`src/rtl/approx_seq_mac_pkg.sv`:
```
// Shared FSM encodings and default sizing for the approximate arithmetic blocks.
package approx_seq_mac_pkg;

  localparam int DEF_WIDTH       = 8;
  localparam int DEF_APPROX_BITS = 4;
  localparam int DEF_ACC_WIDTH   = 24;

  localparam logic [1:0] ST_IDLE = 2'd0;
  localparam logic [1:0] ST_MUL  = 2'd1;
  localparam logic [1:0] ST_ACC  = 2'd2;
  localparam logic [1:0] ST_DONE = 2'd3;

endpackage

```
`src/rtl/approx_seq_mac_loa_adder.sv`:
```
// Lower-part-OR adder: K LSBs are OR-ed, the upper N-K bits add exactly with a carry guessed from bit K-1.
module loa_adder #(
  parameter int N = 16,
  parameter int K = 4
) (
  input  logic [N-1:0] x,
  input  logic [N-1:0] y,
  output logic [N-1:0] s
);

  generate
    if (K == 0) begin : g_exact
      assign s = x + y;
    end else if (K >= N) begin : g_all_or
      assign s = x | y;
    end else begin : g_loa
      logic cin;
      assign cin        = x[K-1] & y[K-1];
      assign s[K-1:0]   = x[K-1:0] | y[K-1:0];
      assign s[N-1:K]   = x[N-1:K] + y[N-1:K] + (N-K)'(cin);
    end
  endgenerate

endmodule

```
`src/rtl/approx_seq_mac.sv`:
```
// Sequential shift-add multiply with approximate (LOA) additions, folded into a running accumulator.
module approx_seq_mac
  import approx_seq_mac_pkg::*;
#(
  parameter int WIDTH       = DEF_WIDTH,
  parameter int APPROX_BITS = DEF_APPROX_BITS,
  parameter int ACC_WIDTH   = DEF_ACC_WIDTH
) (
  input  logic                 clk,
  input  logic                 rst,
  input  logic                 in_valid,
  output logic                 in_ready,
  input  logic [WIDTH-1:0]     a,
  input  logic [WIDTH-1:0]     b,
  input  logic                 clear,
  output logic                 out_valid,
  input  logic                 out_ready,
  output logic [ACC_WIDTH-1:0] acc_out,
  output logic                 busy
);

  localparam int PW = 2 * WIDTH;
  localparam int CW = (WIDTH > 1) ? $clog2(WIDTH) : 1;

  logic [1:0]           state_q, state_d;
  logic [WIDTH-1:0]     a_q, a_d;
  logic [WIDTH-1:0]     b_q, b_d;
  logic [PW-1:0]        prod_q, prod_d;
  logic [ACC_WIDTH-1:0] acc_q, acc_d;
  logic [CW-1:0]        cnt_q, cnt_d;

  logic [PW-1:0]        partial;
  logic [PW-1:0]        mul_sum;
  logic [ACC_WIDTH-1:0] acc_sum;

  assign partial = {{WIDTH{1'b0}}, a_q} << cnt_q;

  loa_adder #(.N(PW), .K(APPROX_BITS)) u_mul_add (
    .x (prod_q),
    .y (partial),
    .s (mul_sum)
  );

  loa_adder #(.N(ACC_WIDTH), .K(APPROX_BITS)) u_acc_add (
    .x (acc_q),
    .y (ACC_WIDTH'(prod_q)),
    .s (acc_sum)
  );

  always_comb begin
    state_d = state_q;
    a_d     = a_q;
    b_d     = b_q;
    prod_d  = prod_q;
    acc_d   = acc_q;
    cnt_d   = cnt_q;
    case (state_q)
      ST_IDLE: begin
        // clear and a new operand pair may land together; the product then adds onto zero
        if (clear) acc_d = '0;
        if (in_valid) begin
          a_d     = a;
          b_d     = b;
          prod_d  = '0;
          cnt_d   = '0;
          state_d = ST_MUL;
        end
      end
      ST_MUL: begin
        if (b_q[cnt_q]) prod_d = mul_sum;
        cnt_d = cnt_q + 1'b1;
        if (cnt_q == CW'(WIDTH - 1)) state_d = ST_ACC;
      end
      ST_ACC: begin
        acc_d   = acc_sum;
        state_d = ST_DONE;
      end
      default: begin
        if (out_ready) state_d = ST_IDLE;
      end
    endcase
  end

  always_ff @(posedge clk or posedge rst) begin
    if (rst) begin
      state_q <= ST_IDLE;
      a_q     <= '0;
      b_q     <= '0;
      prod_q  <= '0;
      acc_q   <= '0;
      cnt_q   <= '0;
    end else begin
      state_q <= state_d;
      a_q     <= a_d;
      b_q     <= b_d;
      prod_q  <= prod_d;
      acc_q   <= acc_d;
      cnt_q   <= cnt_d;
    end
  end

  assign in_ready  = (state_q == ST_IDLE) && !rst;
  assign out_valid = (state_q == ST_DONE);
  assign busy      = (state_q != ST_IDLE);
  assign acc_out   = acc_q;

endmodule

```
`config.mk`:
```
export PLATFORM = sky130hd
export DESIGN_NAME = approx_seq_mac
export DESIGN_NICKNAME = d
export VERILOG_FILES = /design/src/rtl/approx_seq_mac_pkg.sv /design/src/rtl/approx_seq_mac_loa_adder.sv /design/src/rtl/approx_seq_mac.sv
export SDC_FILE = /design/constraint.sdc
export NUM_CORES = 1
export LEC_CHECK = 0
export ABC_AREA = 1
export CAP_MARGIN = 40
export CORE_MARGIN = 4
export CORE_UTILIZATION = 57
export DETAILED_ROUTE_END_ITERATION = 16
export GPL_TIMING_DRIVEN = 0
export PLACE_DENSITY = 0.81
export SLEW_MARGIN = 20
export SYNTH_ARGS = -nofsm -noshare
export SYNTH_HDL_FRONTEND = slang
export SYNTH_SLANG_ARGS = --single-unit
```
`constraint.sdc`:
```
create_clock -name clk -period 3.4 [get_ports clk]
set_input_delay 1.02 -clock clk [delete_from_list [all_inputs] [get_ports clk]]
set_output_delay 1.02 -clock clk [all_outputs]
set_load 0.02 [all_outputs]
```
==> Yosys cells after proc, flatten, opt, wreduce, memory -nomap -nowiden <==
Cells that the tools add are included.
{ "classes": {"order_cmp": 1, "bitwise_logic": 4, "n_reduce_logical": 12, "muxes": 13, "shifts": 1, "n_eq_ne": 8, "add_sub_neg": 5} }
{ "ops": {"columns": ["cell", "count"], "rows": [
  ["case mux 24 bit (2 select lines)", 1],
  ["2-to-1 mux 16 bit", 2],
  ["case mux 16 bit (2 select lines)", 1],
  ["2-to-1 mux 24 bit", 1],
  ["adder 20 x 1 -> 20 bit", 1],
  ["adder 20 x 12 -> 20 bit", 1],
  ["left shift 8 x 3 -> 16 bit", 1],
  ["adder 12 x 1 -> 12 bit", 1],
  ["adder 12 bit", 1],
  ["inequality test 2 bit, second input constant", 4],
  ["bitwise OR 4 bit", 2],
  ["2-to-1 mux 2 bit", 3],
  ["case mux 2 bit (3 select lines)", 1],
  ["case mux 3 bit (2 select lines)", 1],
  ["AND reduction 2 bit", 3],
  ["AND reduction 3 bit", 2],
  ["nonzero test 2 bit", 3],
  ["== test 2 bit, second input constant", 2],
  ["< comparator 3 x 4 -> 1 bit, second input constant", 1],
  ["nonzero test 4 bit", 1],
  ["adder 3 x 1 -> 3 bit, second input constant", 1],
  ["binary-select mux 1 bit (select 3 bit)", 1],
  ["== test 3 bit, second input constant", 1],
  ["2-to-1 mux 3 bit", 1],
  ["6 further kinds", 7]
]} }
{ "totals": {"ff_bits": 61, "in_bits": 21, "out_inout_bits": 27} }

==> Logic depth before layout (Yosys ltp) <==
{ "depth": {"word_depth": 5, "depth_mapped": 17} }

==> Modules after synthesis <==
From an unflattened synthesis, not the netlist that was laid out.
{ "unflattened": {"cells_unflattened": 738, "area_unflattened_um2": 5001.0} }
{ "modules_own_cells": {"columns": ["module", "area_each_um2", "instances", "cells_per_inst", "seq_area_each_um2"], "rows": [
  ["approx_seq_mac", 3029.2, 1, 364, 1526.5],
  ["loa_adder (u_acc_add)", 1246.2, 1, 239, 0.0],
  ["loa_adder (u_mul_add)", 725.7, 1, 135, 0.0]
]} }

==> Worst setup path before layout <==
Ideal clock, no wire load.
{ "synth_path": {"path_type": "flip-flop to flip-flop", "start": "reg cnt_q[0]", "end": "reg prod_q[12]", "path_buffers": 1, "arrival_ns": 2.336, "path_stages_with_launch": 15, "setup_slack_ns": 0.940, "setup_ns": 0.124, "path_cell_list": "dfrtp_1 buf_2 nand2_1 o21ai_0 nand2_1 nand4_1 fa_1 fa_1 inv_1 nand3_1 nand2_1 nand3_1 nand2_1 xnor2_1 o21ai_1"} }
{ "synth_via": {"elab_chain_len": 5} }
{ "synth_rtl": {"columns": ["item", "line_no", "source"], "rows": [
  ["start, declared", "approx_seq_mac.sv:30", "logic [CW-1:0] cnt_q, cnt_d;"],
  ["start signal, assigned", "approx_seq_mac.sv:98", "cnt_q <= cnt_d;"],
  ["left shift 8 x 3 -> 16 bit", "approx_seq_mac.sv:36", "assign partial = {{WIDTH{1'b0}}, a_q} << cnt_q;"],
  ["adder 12 bit / AND 1 bit (equally long branches)", "approx_seq_mac_loa_adder.sv:20, approx_seq_mac_loa_adder.sv:18", null],
  ["adder 12 x 1 -> 12 bit", "approx_seq_mac_loa_adder.sv:20", "assign s[N-1:K] = x[N-1:K] + y[N-1:K] + (N-K)'(cin);"],
  ["2-to-1 mux 16 bit", "approx_seq_mac.sv:70", "if (b_q[cnt_q]) prod_d = mul_sum;"],
  ["case mux 16 bit (2 select lines)", "approx_seq_mac.sv:57", "case (state_q)"],
  ["end signal, assigned", "approx_seq_mac.sv:96", "prod_q <= prod_d;"],
  ["end, declared", "approx_seq_mac.sv:28", "logic [PW-1:0] prod_q, prod_d;"]
]} }
Several ways; a longest one is shown, not always the timed one. The select of a mux whose other input is x is not followed.
A chain may end at the register's enable or synchronous reset.

==> Worst setup path after layout <==
{ "layout_path": {"start": "in rst", "end": "out in_ready"} }
{ "layout_via": {"elab_chain_len": 2} }
{ "layout_rtl": {"columns": ["item", "line_no", "source"], "rows": [
  ["start, declared", "approx_seq_mac.sv:10", "input logic rst,"],
  ["zero test 1 bit", "approx_seq_mac.sv:102", "assign in_ready = (state_q == ST_IDLE) && !rst;"],
  ["logical AND 1 bit", "approx_seq_mac.sv:102", null],
  ["end, declared", "approx_seq_mac.sv:12", "output logic in_ready,"]
]} }
Every way passes these cells.

==> results.txt <==
Status: finished clean
Worst Hold Class: reg2reg
Critical Path Start Type: primary input
CP Class: in2out
Grt total ovfl: 0
Share of layout cells above drive strength 1: 11.3%
Register bit count reported by yosys: 61
Net Count, Synth: 616
Max-Cap Viols: 0
ANT cells: 0
CP Max Fanout: 2
Most repeated library cell on the critical path: clkdlybuf4s50_1
IO Count: 48
Yosys warnings: 0
Initial antenna violation count: 0
Gr usage total: 25.3%
Worst path max stage delay: 610 ps
Clock buffer depth: 2
Gpl congestion: 0.916
Pin count of the biggest net entering global routing: 38
H-tree depth: 3
Routed Antenna Nets: 0
Register area share after synthesis: 36.0%
Vias per cell: 5.46
Pwr per Cell Area: 751 mW/mm²
Final wirelength: 10400 µm
Mapped Area: 0.00425 mm²
Cells after synthesis: 564
Die width: 94.3 µm
Root cell of the clock tree: clkbuf_8
Nets@finish: 675
DR iter-0 viols: 175
Reg2Reg Depth: 13
WP data arrival: 2210 ps
Peak supply drop: 480 µV
CP max-delay cell: clkdlybuf4s50_1
First-pass GRT wire length: 17600 µm
DR pass1 iterations: 5
Setup_tns: 0 ps
R2R Path End: prod_q[12]$_DFFE_PP0P_
Post-synth cell types: 40
Hold Startpoint: acc_out[2]$_DFFE_PP0P_
P&R area growth vs syn: 19.2%
Worst slew pin tran: 491 ps
Die height: 94.3 µm
Post-CTS Hold Buffers: 0
Post-route DRC violation count: 0
DR vias: 3970
Final Hold Violating Endpoints: 0
Worst-path clk slew: 80 ps
RSZ-0062 raised after global routing: no
Setup violators final: 0
Max_slew headroom: 67.0%
Hold Slack: 506 ps
Detailed placement HPWL: 8160 µm
Fillers: 645
Critical R2R Launch: cnt_q[0]$_DFFE_PP0P_
Vias in the first global route: 3892
Register-to-register setup slack: 550 ps
Initial Util: 58.5%
Wire per inst: 14.3 µm
Post-CTS setup buffer count: 0
CTS buffer count: 9
Core footprint: 0.00725 mm²
Row cnt: 31
CTS sink count: 61
Syn_area_per_cell: 7.53 µm²
IO Port Bufs: 47
Setup ws final: 170 ps
Pre-CTS WS: 156 ps
Clock Skew: 8.06 ps
Worst Hold Path EP: acc_out[2]$_DFFE_PP0P_
Fin crit period: 3230 ps
Fin crit share: 95.0%
Worst skew pair latency: 360 ps
Fmax: 310 MHz
LEAKAGE: 2.56 nW
Req. time, crit path: 2380 ps
Fin. max-slew vios: 0
Crit path cell chain: clkdlybuf4s50_1 -> nor2_1 -> clkdlybuf4s50_1
Die ar.: 0.00889 mm²
Setup crit end kind: primary output
Hold depth: 2
TritonCTS clock tree: built
CTS resizes: 0
Yosys cell counts:
| cell type | number | share of area (%) |
|---|---|---|
| xor2_1 | 6 | 1.2 |
| nand2_1 | 156 | 14 |
| nand3_2 | 2 | 0.47 |
| buf_6 | 1 | 0.27 |
| a21o_1 | 3 | 0.53 |
| and2_1 | 1 | 0.15 |
| a21boi_0 | 1 | 0.18 |
| ha_1 | 27 | 8.0 |
| nand2_4 | 2 | 0.53 |
| clkbuf_1 | 2 | 0.18 |
| o21ai_0 | 26 | 3.1 |
| nand3_1 | 38 | 4.5 |
| o31ai_1 | 1 | 0.18 |
| nor3_1 | 5 | 0.59 |
| buf_2 | 6 | 0.71 |
| nand3b_1 | 3 | 0.53 |
| a21oi_1 | 36 | 4.2 |
| mux2_2 | 13 | 3.4 |
| o21ai_4 | 1 | 0.38 |
| o21a_1 | 1 | 0.18 |
| mux2i_1 | 2 | 0.47 |
| o21bai_1 | 2 | 0.35 |
| inv_2 | 6 | 0.53 |
| o2111ai_1 | 1 | 0.21 |
| o21ai_2 | 7 | 1.4 |
| dfrtp_1 | 61 | 36 |
| nor4_1 | 2 | 0.29 |
| nor2_1 | 51 | 4.5 |
| nand4_1 | 8 | 1.2 |
| buf_4 | 1 | 0.18 |
| nand3_4 | 1 | 0.41 |
| o21ai_1 | 5 | 0.59 |
| a31oi_1 | 2 | 0.29 |
| xnor2_1 | 3 | 0.62 |
| nand2_2 | 11 | 1.6 |
| clkinv_2 | 1 | 0.12 |
| o22ai_1 | 4 | 0.59 |
| inv_1 | 60 | 5.3 |
| fa_1 | 4 | 1.9 |
| buf_8 | 1 | 0.35 |
worst max-delay path by stage:
stage,startpoint,depth (start not counted),endpoint,slack [ps]
floorplan,rst,1,a_q[0]$_DFFE_PP0P_,870
global placement,rst,2,acc_out[14]$_DFFE_PP0P_,-270
detailed placement,rst,3,in_ready,160
CTS,rst,3,in_ready,160
global route,rst,3,in_ready,90
finish,rst,3,in_ready,170
state kept, by name, summed over array words and instances, names as in the netlist:
register / cells
a_q: 8
acc_out: 24
b_q: 8
cnt_q: 3
prod_q: 16
state_q: 2
routing by layer:
| layer | global-route usage [%] | vias up | part of all wire, % |
|---|---|---|---|
| met1 | 31.6 | 1868 | 43 |
| met3 | 3.61 | 22 | 4.6 |
| met2 | 44.8 | 116 | 50 |
| li1 | - | 1964 | - |
| met5 | 0 | - | 0 |
| met4 | 8.06 | 0 | 1.9 |
metrics by stage:
step	instance area, µm²	util [%]	total power, mW	std cells
floorplan	4250	-	2.57	564
global placement	4840	66.7	3.05	710
detailed placement	4860	67.0	3.13	711
CTS	5060	69.8	3.80	727
global route	5060	69.8	4.10	727
finish	5060	69.8	3.80	727
area by class of cell:
type,instances,area (µm²),share of cell area (%)
Tap cell,99,124,2.45
Timing Repair Buffer,48,490,9.69
Sequential cell,61,1530,30.2
Multi-Input combinational cell,425,2390,47.3
Clock inverter,7,75.1,1.48
Buffer,11,71.3,1.41
Clock buffer,9,124,2.45
Inverter,67,255,5.04
cells by family after synthesis:
kind of cell / synth area share [%]
adders and majority gates: 9.84
buffers and inverters: 7.63
AOI/OAI and AO/OA: 12.2
xor gates and xnor gates: 1.86
DFF: 36.0
muxes: 3.92
and+or+nand+nor: 28.6
worst max-delay path: cells and delay by family:
kind	cells	cell delay, ps
buffers and inverters	2	1070
AND/OR/NAND/NOR	1	120
power breakdown:
part / internal, mW / leakage [nW] / switching, mW
logic: 0.769 / 1.67 / 1.25
registers: 0.941 / 0.799 / 0.177
clock network: 0.340 / 0.0918 / 0.324
total: 2.05 / 2.56 / 1.75
cell usage in the layout, fill, tap and decap left out, types with 6 or more instances in the layout:
cell type        netlist  layout
a21oi_1               36      36
buf_2                  6       6
clkbuf_8               0       9
clkdlybuf4s50_1        0      47
dfrtp_1               61      61
ha_1                  27      27
inv_1                 60      59
inv_2                  6       6
mux2_2                13      13
nand2_1              156     156
nand2_2               11      11
nand3_1               38      38
nand4_1                8       8
nor2_1                51      51
o21ai_0               26      26
o21ai_2                7       7
xor2_1                 6       6
Power figures use the tool's default switching activity.
